==> config.mk <==
export PLATFORM = sky130hd
export DESIGN_NAME = spi_frame_sequencer
export DESIGN_NICKNAME = d
export VERILOG_FILES = /design/src/rtl/spi_seq_pkg.sv /design/src/rtl/spi_seq_arbiter.sv /design/src/rtl/spi_frame_sequencer.sv
export SDC_FILE = /design/constraint.sdc
export NUM_CORES = 1
export LEC_CHECK = 0
export ABC_AREA = 1
export CAP_MARGIN = 20
export CELL_PAD_IN_SITES_DETAIL_PLACEMENT = 0
export CELL_PAD_IN_SITES_GLOBAL_PLACEMENT = 1
export CORE_ASPECT_RATIO = 0.8
export CORE_MARGIN = 2
export CORE_UTILIZATION = 34
export CTS_CLUSTER_DIAMETER = 40
export DETAILED_ROUTE_END_ITERATION = 8
export GPL_ROUTABILITY_DRIVEN = 0
export PLACE_DENSITY_LB_ADDON = 0.1
export SLEW_MARGIN = 5
export SYNTH_ARGS = -nofsm -noshare
export SYNTH_HDL_FRONTEND = slang
export SYNTH_SLANG_ARGS = --single-unit
==> constraint.sdc <==
create_clock -name clk -period 2.25 [get_ports clk]
set_clock_uncertainty 0.1 [all_clocks]
set_input_delay 0.45 -clock clk [delete_from_list [all_inputs] [get_ports clk]]
set_output_delay 0.45 -clock clk [all_outputs]
set_load 0.005 [all_outputs]
==> src/rtl/spi_seq_pkg.sv <==
// Shared types and constants for the SPI frame sequencer.
// Optional checksum byte is controlled by the SPI_SEQ_CHECKSUM_EN macro.
package spi_seq_pkg;

  typedef enum logic [2:0] {
    IDLE = 3'd0,
    LOAD = 3'd1,
    SEND = 3'd2,
    ACK  = 3'd3,
    GAP  = 3'd4,
    FIN  = 3'd5
  } seq_state_e;

  localparam logic       CH_FREQ        = 1'b0;
  localparam logic       CH_PERIOD      = 1'b1;
  localparam logic [7:0] DEFAULT_HEADER = 8'hA5;

  // One step of the mod-256 frame checksum
  function automatic logic [7:0] csum_add(input logic [7:0] acc, input logic [7:0] data);
    return acc + data;
  endfunction

endpackage

==> src/rtl/spi_seq_arbiter.sv <==
// Two-way round-robin arbiter: combinational grant, registered preference
// pointer that moves away from the channel just served on each completed frame.
module spi_seq_arbiter
  import spi_seq_pkg::*;
(
  input  logic       clk,
  input  logic       rst,
  input  logic [1:0] req,
  input  logic       fin_s,
  input  logic       served_ch,
  output logic       gnt_valid_s,
  output logic       gnt_ch_s
);

  logic ptr_r;

  // Grant: a lone requester wins outright, contention is settled by the pointer
  always_comb begin
    gnt_valid_s = |req;
    gnt_ch_s    = CH_FREQ;
    case (req)
      2'b01:   gnt_ch_s = CH_FREQ;
      2'b10:   gnt_ch_s = CH_PERIOD;
      2'b11:   gnt_ch_s = ptr_r;
      default: gnt_ch_s = CH_FREQ;
    endcase
  end

  // Pointer: after a completed frame, prefer the channel that was not served
  always_ff @(posedge clk or negedge rst) begin
    if (!rst) begin
      ptr_r <= CH_FREQ;
    end else if (fin_s) begin
      ptr_r <= ~served_ch;
    end else begin
      ptr_r <= ptr_r;
    end
  end

endmodule

==> src/rtl/spi_frame_sequencer.sv <==
// Frame sequencer in front of a byte-wide SPI transmitter. Arbitrates the
// frequency/period requesters, then sends header, payload MSB-first and,
// when SPI_SEQ_CHECKSUM_EN is defined, a mod-256 checksum byte.
module spi_frame_sequencer
  import spi_seq_pkg::*;
#(
  parameter int         DATA_BYTES     = 4,
  parameter logic [7:0] HEADER         = DEFAULT_HEADER,
  parameter int         GAP_CYCLES     = 16,
  parameter int         TIMEOUT_CYCLES = 2_000_000
) (
  input  logic        clk,
  input  logic        rst,
  input  logic [1:0]  req,
  input  logic [31:0] value0,
  input  logic [31:0] value1,
  output logic [1:0]  ack,
  output logic        err_timeout,
  output logic        spi_send,
  output logic [7:0]  spi_data_out,
  output logic        busy,
  input  logic        spi_send_done,
  output logic        frame_active
);

`ifdef SPI_SEQ_CHECKSUM_EN
  localparam int CSUM_BYTES = 1;
`else
  localparam int CSUM_BYTES = 0;
`endif
  localparam logic [2:0]    PAYLOAD_LAST = 3'(DATA_BYTES);
  localparam logic [2:0]    LAST_IDX     = 3'(DATA_BYTES + CSUM_BYTES);
  localparam int            TW           = $clog2(TIMEOUT_CYCLES + 1);
  localparam int            GW           = $clog2(GAP_CYCLES + 1);
  localparam logic [TW-1:0] TMO_LAST     = TW'(TIMEOUT_CYCLES - 1);
  localparam logic [GW-1:0] GAP_LAST     = GW'(GAP_CYCLES - 1);

  seq_state_e    state_r, state_nxt_s;
  logic          ch_r, ch_nxt_s;
  logic [31:0]   value_r, value_nxt_s;
  logic [2:0]    idx_r, idx_nxt_s;
  logic [GW-1:0] gap_cnt_r, gap_nxt_s;
  logic [TW-1:0] tmo_cnt_r, tmo_nxt_s;
  logic          send_r, send_nxt_s;
  logic          busy_r, busy_nxt_s;
  logic [7:0]    data_r, data_nxt_s;
  logic [1:0]    ack_r, ack_nxt_s;
  logic          err_r, err_nxt_s;
  logic          active_r, active_nxt_s;
  logic          done_ff1_r, done_ff2_r, done_s;
  logic          gnt_valid_s, gnt_ch_s, fin_s;
  logic [2:0]    shift_s;
  logic [7:0]    byte_s;
`ifdef SPI_SEQ_CHECKSUM_EN
  logic [7:0]    sum_r, sum_nxt_s;
`endif

  spi_seq_arbiter u_arbiter (
    .clk         (clk),
    .rst         (rst),
    .req         (req),
    .fin_s       (fin_s),
    .served_ch   (ch_r),
    .gnt_valid_s (gnt_valid_s),
    .gnt_ch_s    (gnt_ch_s)
  );

  // Bring the transmitter's done flag into the clk domain
  always_ff @(posedge clk or negedge rst) begin
    if (!rst) begin
      done_ff1_r <= 1'b0;
      done_ff2_r <= 1'b0;
    end else begin
      done_ff1_r <= spi_send_done;
      done_ff2_r <= done_ff1_r;
    end
  end
  assign done_s = done_ff2_r;

  // Byte for the current index: header, payload MSB-first, then checksum
  always_comb begin
    shift_s = PAYLOAD_LAST - idx_r;
    if (idx_r == 3'd0) begin
      byte_s = HEADER ^ {7'd0, ch_r};
    end else if (idx_r <= PAYLOAD_LAST) begin
      byte_s = 8'(value_r >> {shift_s, 3'b000});
    end else begin
`ifdef SPI_SEQ_CHECKSUM_EN
      byte_s = sum_r;
`else
      byte_s = HEADER ^ {7'd0, ch_r};
`endif
    end
  end

  // Next-state and next-output logic; every output is registered below
  always_comb begin
    state_nxt_s  = state_r;
    ch_nxt_s     = ch_r;
    value_nxt_s  = value_r;
    idx_nxt_s    = idx_r;
    gap_nxt_s    = gap_cnt_r;
    tmo_nxt_s    = tmo_cnt_r;
    send_nxt_s   = send_r;
    busy_nxt_s   = busy_r;
    data_nxt_s   = data_r;
    ack_nxt_s    = 2'b00;
    err_nxt_s    = err_r;
    active_nxt_s = active_r;
    fin_s        = 1'b0;
`ifdef SPI_SEQ_CHECKSUM_EN
    sum_nxt_s    = sum_r;
`endif
    case (state_r)
      IDLE: begin
        send_nxt_s = 1'b0;
        busy_nxt_s = 1'b0;
        if (gnt_valid_s) begin
          ch_nxt_s     = gnt_ch_s;
          value_nxt_s  = (gnt_ch_s == CH_PERIOD) ? value1 : value0;
          idx_nxt_s    = 3'd0;
          active_nxt_s = 1'b1;
`ifdef SPI_SEQ_CHECKSUM_EN
          sum_nxt_s    = 8'd0;
`endif
          state_nxt_s  = LOAD;
        end else begin
          state_nxt_s  = IDLE;
        end
      end
      LOAD: begin
        data_nxt_s  = byte_s;
        send_nxt_s  = 1'b1;
        tmo_nxt_s   = '0;
`ifdef SPI_SEQ_CHECKSUM_EN
        if (idx_r != LAST_IDX) begin
          sum_nxt_s = csum_add(sum_r, byte_s);
        end else begin
          sum_nxt_s = sum_r;
        end
`endif
        state_nxt_s = SEND;
      end
      SEND: begin
        if (done_s) begin
          send_nxt_s  = 1'b0;
          busy_nxt_s  = 1'b1;
          tmo_nxt_s   = '0;
          state_nxt_s = ACK;
        end else if (tmo_cnt_r == TMO_LAST) begin
          send_nxt_s       = 1'b0;
          busy_nxt_s       = 1'b0;
          err_nxt_s        = 1'b1;
          ack_nxt_s[ch_r]  = 1'b1;
          active_nxt_s     = 1'b0;
          tmo_nxt_s        = '0;
          state_nxt_s      = IDLE;
        end else begin
          tmo_nxt_s = tmo_cnt_r + 1'b1;
        end
      end
      ACK: begin
        if (!done_s) begin
          busy_nxt_s = 1'b0;
          gap_nxt_s  = '0;
          tmo_nxt_s  = '0;
          if (idx_r == LAST_IDX) begin
            state_nxt_s = FIN;
          end else begin
            state_nxt_s = GAP;
          end
        end else if (tmo_cnt_r == TMO_LAST) begin
          send_nxt_s       = 1'b0;
          busy_nxt_s       = 1'b0;
          err_nxt_s        = 1'b1;
          ack_nxt_s[ch_r]  = 1'b1;
          active_nxt_s     = 1'b0;
          tmo_nxt_s        = '0;
          state_nxt_s      = IDLE;
        end else begin
          tmo_nxt_s = tmo_cnt_r + 1'b1;
        end
      end
      GAP: begin
        if (gap_cnt_r == GAP_LAST) begin
          gap_nxt_s   = '0;
          idx_nxt_s   = idx_r + 3'd1;
          state_nxt_s = LOAD;
        end else begin
          gap_nxt_s   = gap_cnt_r + 1'b1;
        end
      end
      FIN: begin
        ack_nxt_s[ch_r] = 1'b1;
        err_nxt_s       = 1'b0;
        active_nxt_s    = 1'b0;
        fin_s           = 1'b1;
        state_nxt_s     = IDLE;
      end
      default: begin
        send_nxt_s   = 1'b0;
        busy_nxt_s   = 1'b0;
        active_nxt_s = 1'b0;
        state_nxt_s  = IDLE;
      end
    endcase
  end

  // State, datapath and output registers
  always_ff @(posedge clk or negedge rst) begin
    if (!rst) begin
      state_r   <= IDLE;
      ch_r      <= CH_FREQ;
      value_r   <= 32'd0;
      idx_r     <= 3'd0;
      gap_cnt_r <= '0;
      tmo_cnt_r <= '0;
      send_r    <= 1'b0;
      busy_r    <= 1'b0;
      data_r    <= 8'd0;
      ack_r     <= 2'b00;
      err_r     <= 1'b0;
      active_r  <= 1'b0;
`ifdef SPI_SEQ_CHECKSUM_EN
      sum_r     <= 8'd0;
`endif
    end else begin
      state_r   <= state_nxt_s;
      ch_r      <= ch_nxt_s;
      value_r   <= value_nxt_s;
      idx_r     <= idx_nxt_s;
      gap_cnt_r <= gap_nxt_s;
      tmo_cnt_r <= tmo_nxt_s;
      send_r    <= send_nxt_s;
      busy_r    <= busy_nxt_s;
      data_r    <= data_nxt_s;
      ack_r     <= ack_nxt_s;
      err_r     <= err_nxt_s;
      active_r  <= active_nxt_s;
`ifdef SPI_SEQ_CHECKSUM_EN
      sum_r     <= sum_nxt_s;
`endif
    end
  end

  assign spi_send     = send_r;
  assign busy         = busy_r;
  assign spi_data_out = data_r;
  assign ack          = ack_r;
  assign err_timeout  = err_r;
  assign frame_active = active_r;

endmodule
# Word level (Yosys, flattened, before mapping)
# Cells that the tools add are included.
[op_classes]
n_addsub = 4
order_cmp = 3
n_eq_ne = 15
shifts = 1
n_mux = 45
bitwise = 4
n_reduce_logical = 17
[op_table]
columns = ["op", "count"]
rows = [
  ["21-bit 2-to-1 mux", 3],
  ["21-bit one-hot mux with 3 select lines", 1],
  ["32-bit 2-to-1 mux", 1],
  ["32-bit by 6-bit right shift with 8-bit output", 1],
  ["21-bit by 1-bit adder with 21-bit output (second input constant)", 1],
  ["21-bit == test (second input constant)", 1],
  ["3-bit 2-to-1 mux", 6],
  ["1-bit 2-to-1 mux", 17],
  ["8-bit 2-to-1 mux", 2],
  ["3-bit one-hot mux with 5 select lines", 1],
  ["5-bit 2-to-1 mux", 2],
  ["2-bit inequality test (second input constant)", 5],
  ["5-bit one-hot mux with 2 select lines", 1],
  ["3-bit == test (second input constant)", 3],
  ["1-bit one-hot mux with 4 select lines", 2],
  ["3-bit by 2-bit == test with 1-bit output (second input constant)", 2],
  ["3-bit logical NOT", 2],
  ["2-bit 2-to-1 mux", 3],
  ["1-bit one-hot mux with 3 select lines", 2],
  ["2-bit one-hot mux with 3 select lines", 1],
  ["3-bit one-hot mux with 2 select lines", 1],
  ["2-bit AND reduction", 3],
  ["3-bit AND reduction", 2],
  ["3-bit nonzero test", 2],
  ["18 further kinds", 24],
]
[word_totals]
regBits = 82
input_bits = 69
output_inout_bits = 14

# Longest topological paths before layout
# Gate-level depths: netlist of the first run.
[depth]
ltp_word = 7
depth_mapped = 10
mapped_depth_nobuf = 10

# Hierarchy
# From an unflattened synthesis of the first run, not the netlist that was laid out.
[unflattened]
cells_unflattened = 606
area_unflattened_um2 = 4494.3
[by_module_without_submodules]
columns = ["mod", "n_inst", "cells_per_inst", "area_each_um2", "seq_area_each_um2"]
rows = [
  ["spi_frame_sequencer", 1, 595, 4428.0, 2026.9],
  ["spi_seq_arbiter", 1, 11, 66.3, 25.0],
]

# Worst setup path before layout of the first run
# Ideal clock, no wire load.
[synth_timing]
kind = "register to register"
startpoint = "reg idx_r[0]"
endpoint = "reg data_r[0] (netlist: spi_data_out[0])"
setup_ns = 0.079
arrival_ns = 1.916
t_required_ns = 2.071
slack_ns = 0.155
stages_incl_launch_ff = 11
n_path_buf = 2
synth_period_minus_slack_ns = 2.095
cell_sequence = "dfrtp_1 > inv_1 > clkbuf_1 > ha_1 > clkbuf_1 > inv_1 > a21oi_1 > o21ai_0 > nand2_1 > or2_2 > a2bb2oi_1"
[synth_via]
elab_chain_cells = 4
word_cells_on_any_way = 6
[synth_lines]
columns = ["item", "line_no", "source"]
rows = [
  ["start, declared", "spi_frame_sequencer.sv:41", "logic [2:0] idx_r, idx_nxt_s;"],
  ["start signal, assigned", "spi_frame_sequencer.sv:231", "idx_r <= idx_nxt_s;"],
  ["3-bit subtractor", "spi_frame_sequencer.sv:82", "shift_s = PAYLOAD_LAST - idx_r;"],
  ["32-bit by 6-bit right shift with 8-bit output", "spi_frame_sequencer.sv:86", "byte_s = 8'(value_r >> {shift_s, 3'b000});"],
  ["8-bit 2-to-1 mux", "spi_frame_sequencer.sv:85", "end else if (idx_r <= PAYLOAD_LAST) begin"],
  ["8-bit 2-to-1 mux *", "spi_frame_sequencer.sv:83", "if (idx_r == 3'd0) begin"],
  ["end signal, assigned", "spi_frame_sequencer.sv:236", "data_r <= data_nxt_s;"],
  ["end, declared", "spi_frame_sequencer.sv:46", "logic [7:0] data_r, data_nxt_s;"],
]
# Every way passes the cells marked *; elsewhere a longest branch is shown, timed or not.
# A chain may end at the register's enable or synchronous reset.

# Worst setup path in the final report of the first run
[layout_timing]
startpoint = "reg tmo_cnt_r[0]"
endpoint = "reg tmo_cnt_r[12]"
[layout_via]
elab_chain_cells = 4
word_cells_on_any_way = 6
[layout_lines]
columns = ["item", "line_no", "source"]
rows = [
  ["start, declared", "spi_frame_sequencer.sv:43", "logic [TW-1:0] tmo_cnt_r, tmo_nxt_s;"],
  ["start signal, assigned", "spi_frame_sequencer.sv:233", "tmo_cnt_r <= tmo_nxt_s;"],
  ["21-bit by 1-bit adder with 21-bit output or 21-bit == test (tied branches)", "n/a", ""],
  ["21-bit 2-to-1 mux *", "spi_frame_sequencer.sv:150, spi_frame_sequencer.sv:172", ""],
  ["21-bit 2-to-1 mux (on tied branches)", "spi_frame_sequencer.sv:163, spi_frame_sequencer.sv:145", ""],
  ["21-bit one-hot mux with 3 select lines *", "spi_frame_sequencer.sv:114", "case (state_r)"],
]
# Marked as above.

==> results of run 1 <==
## cell type report
class | instances | area share
Inverter | 61 | 0.0408
Tap cell | 171 | 0.0378
Multi-Input combinational cell | 394 | 0.342
Clock inverter | 6 | 0.0119
Timing Repair Buffer | 94 | 0.165
Sequential cell | 82 | 0.362
Clock buffer | 9 | 0.0397
## power groups by stage
stage          clock (uW)  combinational [uW]  sequential, uW
2_1_floorplan           0                1510            2090
3_3_place_gp            0                2220            2130
3_5_place_dp            0                2250            2130
4_1_cts              1520                2250            2110
5_1_grt              1570                2520            2160
6_report             1470                2230            2110
## routing by layer
layer | up-vias | part of all wire
met5 | - | 0
met4 | 0 | 0.0082
met3 | 8 | 0.042
met1 | 1750 | 0.52
met2 | 82 | 0.43
li1 | 1969 | -
## worst max path at each step
stage | end | slack (ps) | cells after the start
after floorplan | spi_data_out[0]$_DFFE_PN0P_ | 150 | 10
after global placement | value_r[9]$_DFFE_PN0P_ | 320 | 7
after detailed placement | value_r[24]$_DFFE_PN0P_ | 260 | 7
after CTS | tmo_cnt_r[6]$_DFFE_PN0P_ | 310 | 8
after global routing | idx_r[2]$_DFFE_PN0P_ | 170 | 7
final | tmo_cnt_r[12]$_DFFE_PN0P_ | 310 | 8
## registers in the layout (all words and copies together), names as in the netlist, 2 cells and up
| signal | cells |
|---|---|
| spi_data_out | 8 |
| tmo_cnt_r | 21 |
| state_r | 3 |
| gap_cnt_r | 5 |
| idx_r | 3 |
| value_r | 32 |
| ack | 2 |
## logic make-up (layout without fill, tap and decap cells)
kind of cell / after synthesis / after routing / synth area share
buffers and inverters: 80 / 170 / 0.0753
AO/OA/AOI/OAI: 129 / 129 / 0.166
AND/OR/NAND/NOR: 247 / 247 / 0.242
flip-flops: 82 / 82 / 0.475
XOR/XNOR: 12 / 12 / 0.0243
adder cells (fa/ha/maj): 6 / 6 / 0.0174
## metrics by stage
step | total power, uW | instance area [um^2] | cells | setup slack (ps) | hold WS [ps]
after floorplan | 3590 | 4320 | 556 | 155 | 54.4
after global placement | 4350 | 5360 | 801 | 318 | 244
after detailed placement | 4380 | 5360 | 801 | 262 | 240
after CTS | 5880 | 5670 | 817 | 310 | 255
after global routing | 6240 | 5670 | 817 | 168 | 266
final | 5810 | 5670 | 817 | 309 | 250
## cells in the final DEF, fill, tap and decap left out, drive strengths merged
cell type / instances
a22o: 5
or2: 1
buf: 12
dlygate4sd3: 1
a21oi: 19
nand4: 3
a2bb2oi: 4
nand2: 113
o211ai: 1
inv: 62
bufinv: 1
clkbuf: 9
xnor2: 1
o22ai: 17
and2: 1
xor2: 11
nor2: 100
o21ai: 78
dfrtp: 82
a21boi: 2
clkinvlp: 2
clkinv: 2
nand3: 26
a31oi: 2
ha: 6
clkdlybuf4s50: 81
a21o: 1
nor3: 3
## worst max-delay path: cells and delay by family (launching register included)
kind,cells,cell delay (ps)
adder cells (fa/ha/maj),1,240
flip-flops,1,390
buffers and inverters,1,200
AND/OR/NAND/NOR,6,900
==> metrics.csv, run 1 <==
metric;value;unit
status;completed;
R2R Path Start;tmo_cnt_r[0]$_DFFE_PN0P_;
CTS Sinks;82;
worst-path cell chain;ha_1, nand3_1, nor2_1, nand3_1, nand3_2, nand2_4, inv_4, nor2_1;
Cells after Synth;556;
CP startpoint;tmo_cnt_r[0]$_DFFE_PN0P_;
share of cells above drive strength 1;0.0805;
slowest stage cell on the critical path;dfrtp_1;
HP Class;flop to flop;
setup_tns;0;ps
HP Start;done_ff1_r$_DFF_PN0_;
Top Usage Layer GRT;met2;
highest cell delay on the worst timing path;390;ps
Final Cycle Share;0.863;
WL per Instance;13.8;um
Rel. slew slack;0.728;
RSZ-0062 raised after global routing;no;
final net count;717;
Synth top area share;0.475;
Post-Syn Area;4320;um^2
Port Buffer Count;82;
met2 GRT Util;0.263;
Post-synth EDFFs;0;
CTS Buf Count;9;
Peak VDD IR;382;uV
synthesized flop and latch total;82;
GRT Total Usage;0.174;
antenna cells;0;
switching share of power;0.380;
min Tclk post-route;1940;ps
kind of critical path;flop to flop;
Hold Buf Count CTS;1;
most area-hungry cell type in the Yosys netlist;dfrtp_1;
Crit Path Max Fanout;12;
Synth Flop Type;dfrtp_1;
Max-Cap Viols;0;
clock root buffer;clkbuf_16;
Worst Hold Depth;0;
ANT nets after route;0;
CTS Buffer Depth;2;
Reg2Reg Depth;8;
fillers;1214;
Clock Latency Late Sink;340;ps
post-cts resize count;0;
vias per cell;4.66;
area grow syn2layout;31.2;%
Layout Utilization;0.461;
DRT Wirelength;11.3;mm
syn_nets;631;
switching power;2210;uW
sequential power share;0.364;
syn avg cell area;7.77;um^2
R2R Setup Slk;310;ps
Async SR Flop Fraction;1.00;
initial DRC count;208;
Synth area leaders;dfrtp_1, nand2_1, o21ai_0, nor2_1, inv_1;
clock power share;0.253;
leakage;0.00247;uW
Vias;3809;
post-detail-place hpwl;8.17;mm
internal power;3600;uW
CTS clock-pin slew for the worst setup and hold paths;60;ps
Hold Vio Cnt, Final;0;
Critical Path Source Type;flop;
Initial Utilization;0.351;
Die W;130;um
TritonRoute pass-1 iters;4;
top cells by count, synth;nand2_1, nor2_1, dfrtp_1, o21ai_0, inv_1;
crit end category;flop;
# Post-CTS Setup Buffers;0;
M1 GR Usage;0.250;
core area;12300;um^2
crit path DAT;2060;ps
CTS HTree Levels;3;
grt ovf;0;
number of global-route vias before repair;3735;
Comb power frac;0.383;
Achievable Freq;515;MHz
top-count cell post-synth;nand2_1;
Register Area;2050;um^2
final setup violation count;0;
sequential-to-total area share from yosys stat;0.475;
global-route wire length before repair;18.7;mm
synth unique cells;34;
Slew Viols, Final;0;
pwr/cell area;1030;nW/um^2
Die H;105;um
area of the multi-input gates;1940;um^2
residual DRC count;0;
initial antenna violation count;0;
Reg-to-Reg End;tmo_cnt_r[12]$_DFFE_PN0P_;
Worst-Margin Slew;407;ps
io pins;83;
row cnt;36;
CP Data Required Time;2370;ps
die area;13600;um^2
met3 Usage GRT;0.0435;
CTS tree;built;
Hold EP;done_ff2_r$_DFF_PN0_;
Ys Warns;0;
pin count of the biggest net entering global routing;64;
(Power assumes the default switching activity.)
==> inputs of run 2 (changes only) <==
--- a/config.mk
+++ b/config.mk
@@ -6,15 +6,17 @@
 export NUM_CORES = 1
 export LEC_CHECK = 0
 export ABC_AREA = 1
+export ABC_CLOCK_PERIOD_IN_PS = 2500
 export CAP_MARGIN = 20
 export CELL_PAD_IN_SITES_DETAIL_PLACEMENT = 0
 export CELL_PAD_IN_SITES_GLOBAL_PLACEMENT = 1
 export CORE_ASPECT_RATIO = 0.8
 export CORE_MARGIN = 2
-export CORE_UTILIZATION = 34
+export CORE_UTILIZATION = 41
 export CTS_CLUSTER_DIAMETER = 40
 export DETAILED_ROUTE_END_ITERATION = 8
 export GPL_ROUTABILITY_DRIVEN = 0
+export GPL_TIMING_DRIVEN = 1
 export PLACE_DENSITY_LB_ADDON = 0.1
 export SLEW_MARGIN = 5
 export SYNTH_ARGS = -nofsm -noshare
==> constraint.sdc (replaced) <==
create_clock -name clk -period 2.5 [get_ports clk]
set_clock_uncertainty 0.1 [all_clocks]
set_input_delay 0.5 -clock clk [delete_from_list [all_inputs] [get_ports clk]]
set_output_delay 0.5 -clock clk [all_outputs]
set_load 0.005 [all_outputs]
==> run 2 against run 1 <==
Effect of this change:
- count of clock-buffer cells in the layout increased by 3
- cell area down 1.6%
- die area down 17%
- register-to-register slack improved by 230 ps
- combinational power shrank 13%
- global-route usage rose by 3.8 points
- setup slack better by 140 ps
- critical path type is now input pin to flop
- largest power group unchanged
==> metrics.csv, run 2 (synthesis results as in run 1) <==
metric;value;unit;change
die area;11400;um^2;was 13,600 um^2
clock root buffer;clkbuf_16;;unchanged
post-cts resize count;0;;unchanged
# Post-CTS Setup Buffers;0;;unchanged
Crit Path Max Fanout;32;;was 12
CTS HTree Levels;3;;unchanged
switching share of power;0.373;;was 0.380
crit end category;flop;;unchanged
most frequent cells in the layout;nand2_1, nor2_1, dfrtp_1, clkdlybuf4s50_1, o21ai_0;;unchanged
Comb power frac;0.380;;was 0.383
HP Class;input pin to asynchronous set/reset pin;;was flop to flop
min Tclk post-route;2050;ps;
switching power;1920;uW;was 2210 uW
internal power;3230;uW;was 3600 uW
DRT Wirelength;11.2;mm;was 11.3 mm
global-route wire length before repair;18.8;mm;was 18.7 mm
Crit path max-delay family;buffers and inverters;;was simple AND/OR/NAND/NOR gates
Initial Utilization;0.422;;was 0.351
vias per cell;5.01;;was 4.66
initial DRC count;209;;was 208
Peak VDD IR;433;uV;was 382 uV
Rel. slew slack;0.406;;was 0.728
Reg-to-Reg End;value_r[7]$_DFFE_PN0P_;;was tmo_cnt_r[12]$_DFFE_PN0P_
core area;10200;um^2;was 12,300 um^2
Reg2Reg Depth;6;;was 8
CTS Buffer Depth;2;;unchanged
RSZ-0062 raised after global routing;no;;unchanged
ANT nets after route;0;;unchanged
share of cells above drive strength 1;0.0732;;was 0.0805
CP Data Required Time;2640;ps;was 2370 ps
Final Cycle Share;0.821;;
CTS Sinks;82;;unchanged
grt ovf;0;;unchanged
sequential power share;0.368;;was 0.364
Die H;95.8;um;was 105 um
most common cell after layout, fill and taps aside;nand2_1;;unchanged
Hold Buf Count CTS;0;;was 1
final net count;713;;was 717
Achievable Freq;487;MHz;
CTS Buf Count;9;;unchanged
R2R Setup Slk;540;ps;was 310 ps
clock power share;0.252;;was 0.253
Critical Path Source Type;input pin;;was flop
row cnt;33;;was 36
R2R Path Start;state_r[0]$_DFFE_PN0P_;;was tmo_cnt_r[0]$_DFFE_PN0P_
post-detail-place hpwl;8.19;mm;was 8.17 mm
pin count of the biggest net entering global routing;53;;was 64
initial antenna violation count;0;;unchanged
slowest stage cell on the critical path;inv_1;;was dfrtp_1
Hold Vio Cnt, Final;0;;unchanged
pwr/cell area;922;nW/um^2;was 1030 nW/um^2
WL per Instance;14.4;um;was 13.8 um
max reg flops;32;;unchanged
Clock Latency Late Sink;330;ps;was 340 ps
crit path DAT;2190;ps;was 2060 ps
Largest Register;value_r;;unchanged
Slew Viols, Final;0;;unchanged
area grow syn2layout;29.2;%;was 31.2%
Max-Cap Viols;0;;unchanged
setup_tns;0;ps;unchanged
status;completed;;unchanged
Worst-Margin Slew;891;ps;was 407 ps
Vias;3915;;was 3,809
highest cell delay on the worst timing path;660;ps;was 390 ps
TritonRoute pass-1 iters;5;;was 4
worst path bufs/invs;2;;was 1
number of global-route vias before repair;3792;;was 3,735
final setup violation count;0;;unchanged
leakage;0.00246;uW;was 0.00247 uW
Layout Utilization;0.545;;was 0.461
io pins;83;;unchanged
Port Buffer Count;82;;unchanged
GRT Total Usage;0.212;;was 0.174
residual DRC count;0;;unchanged
kind of critical path;input pin to flop;;was flop to flop
Die W;119;um;was 130 um
CP dominant cell by count;o21ai_0;;
antenna cells;0;;unchanged
CTS clock-pin slew for the worst setup and hold paths;60;ps;about the same
CTS tree;built;;unchanged
worst-path cell chain;clkdlybuf4s50_1, nand2_1, inv_1, o21ai_0, o21ai_0;;was ha_1, nand3_1, nor2_1, nand3_1, nand3_2, nand2_4, inv_4, nor2_1
[run 2: worst register-to-register path: cells and delay by family, from the launching register on]
family / cells / cell delay, ps
compound gates: 3 / 650
buf+inv: 2 / 370
flops: 1 / 440
simple gates: 1 / 300
[run 2: through the flow]
step | setup slack [ps] | instances | hold slack, ps | area, um^2 | power, uW
6_report | 447 | 782 | 5.67 | 5580 | 5140
5_1_grt | 331 | 782 | 30.8 | 5580 | 5520
4_1_cts | 469 | 782 | 9.34 | 5580 | 5180
3_5_place_dp | 123 | 767 | 240 | 5290 | 3870
3_3_place_gp | 242 | 767 | 243 | 5290 | 3830
2_1_floorplan | 405 | 556 | 104 | 4320 | 3230
[run 2: worst max-delay path by stage]
stage | startpoint | depth (start not counted) | endpoint
CTS | req[1] | 5 | value_r[7]$_DFFE_PN0P_
floorplan | idx_r[0]$_DFFE_PN0P_ | 10 | spi_data_out[0]$_DFFE_PN0P_
global placement | req[1] | 5 | value_r[8]$_DFFE_PN0P_
global route | req[1] | 5 | value_r[7]$_DFFE_PN0P_
detailed placement | req[1] | 5 | value_r[7]$_DFFE_PN0P_
finish | req[1] | 5 | value_r[7]$_DFFE_PN0P_
[run 2: final cells by class]
| type | count | area, um^2 |
|---|---|---|
| sequential | 82 | 2050 |
| tap | 140 | 175 |
| clock buffer | 12 | 246 |
| multi-input combinational | 394 | 1940 |
| timing repair buffer | 90 | 891 |
| clock inverter | 3 | 40.0 |
| fill | 989 | 4660 |
| inverter | 61 | 231 |
[run 2: power by group through the flow]
stage               logic [uW]  registers (uW)  clock network, uW
floorplan                 1360            1880                  0
finish                    1950            1890               1300
global placement          1920            1900                  0
CTS                       1960            1890               1320
global route              2220            1930               1370
detailed placement        1950            1910                  0
[run 2: per-layer routing]
| layer | vias to the layer above | wire (um) | track usage | part of all wire |
|---|---|---|---|---|
| li1 | 1976 | - | - | - |
| met1 | 1814 | 5630 | 0.303 | 0.50 |
| met2 | 112 | 4770 | 0.325 | 0.42 |
| met3 | 13 | 671 | 0.0468 | 0.060 |
| met4 | 0 | 154 | 0.0615 | 0.014 |
| met5 | - | 0 | 0 | 0 |
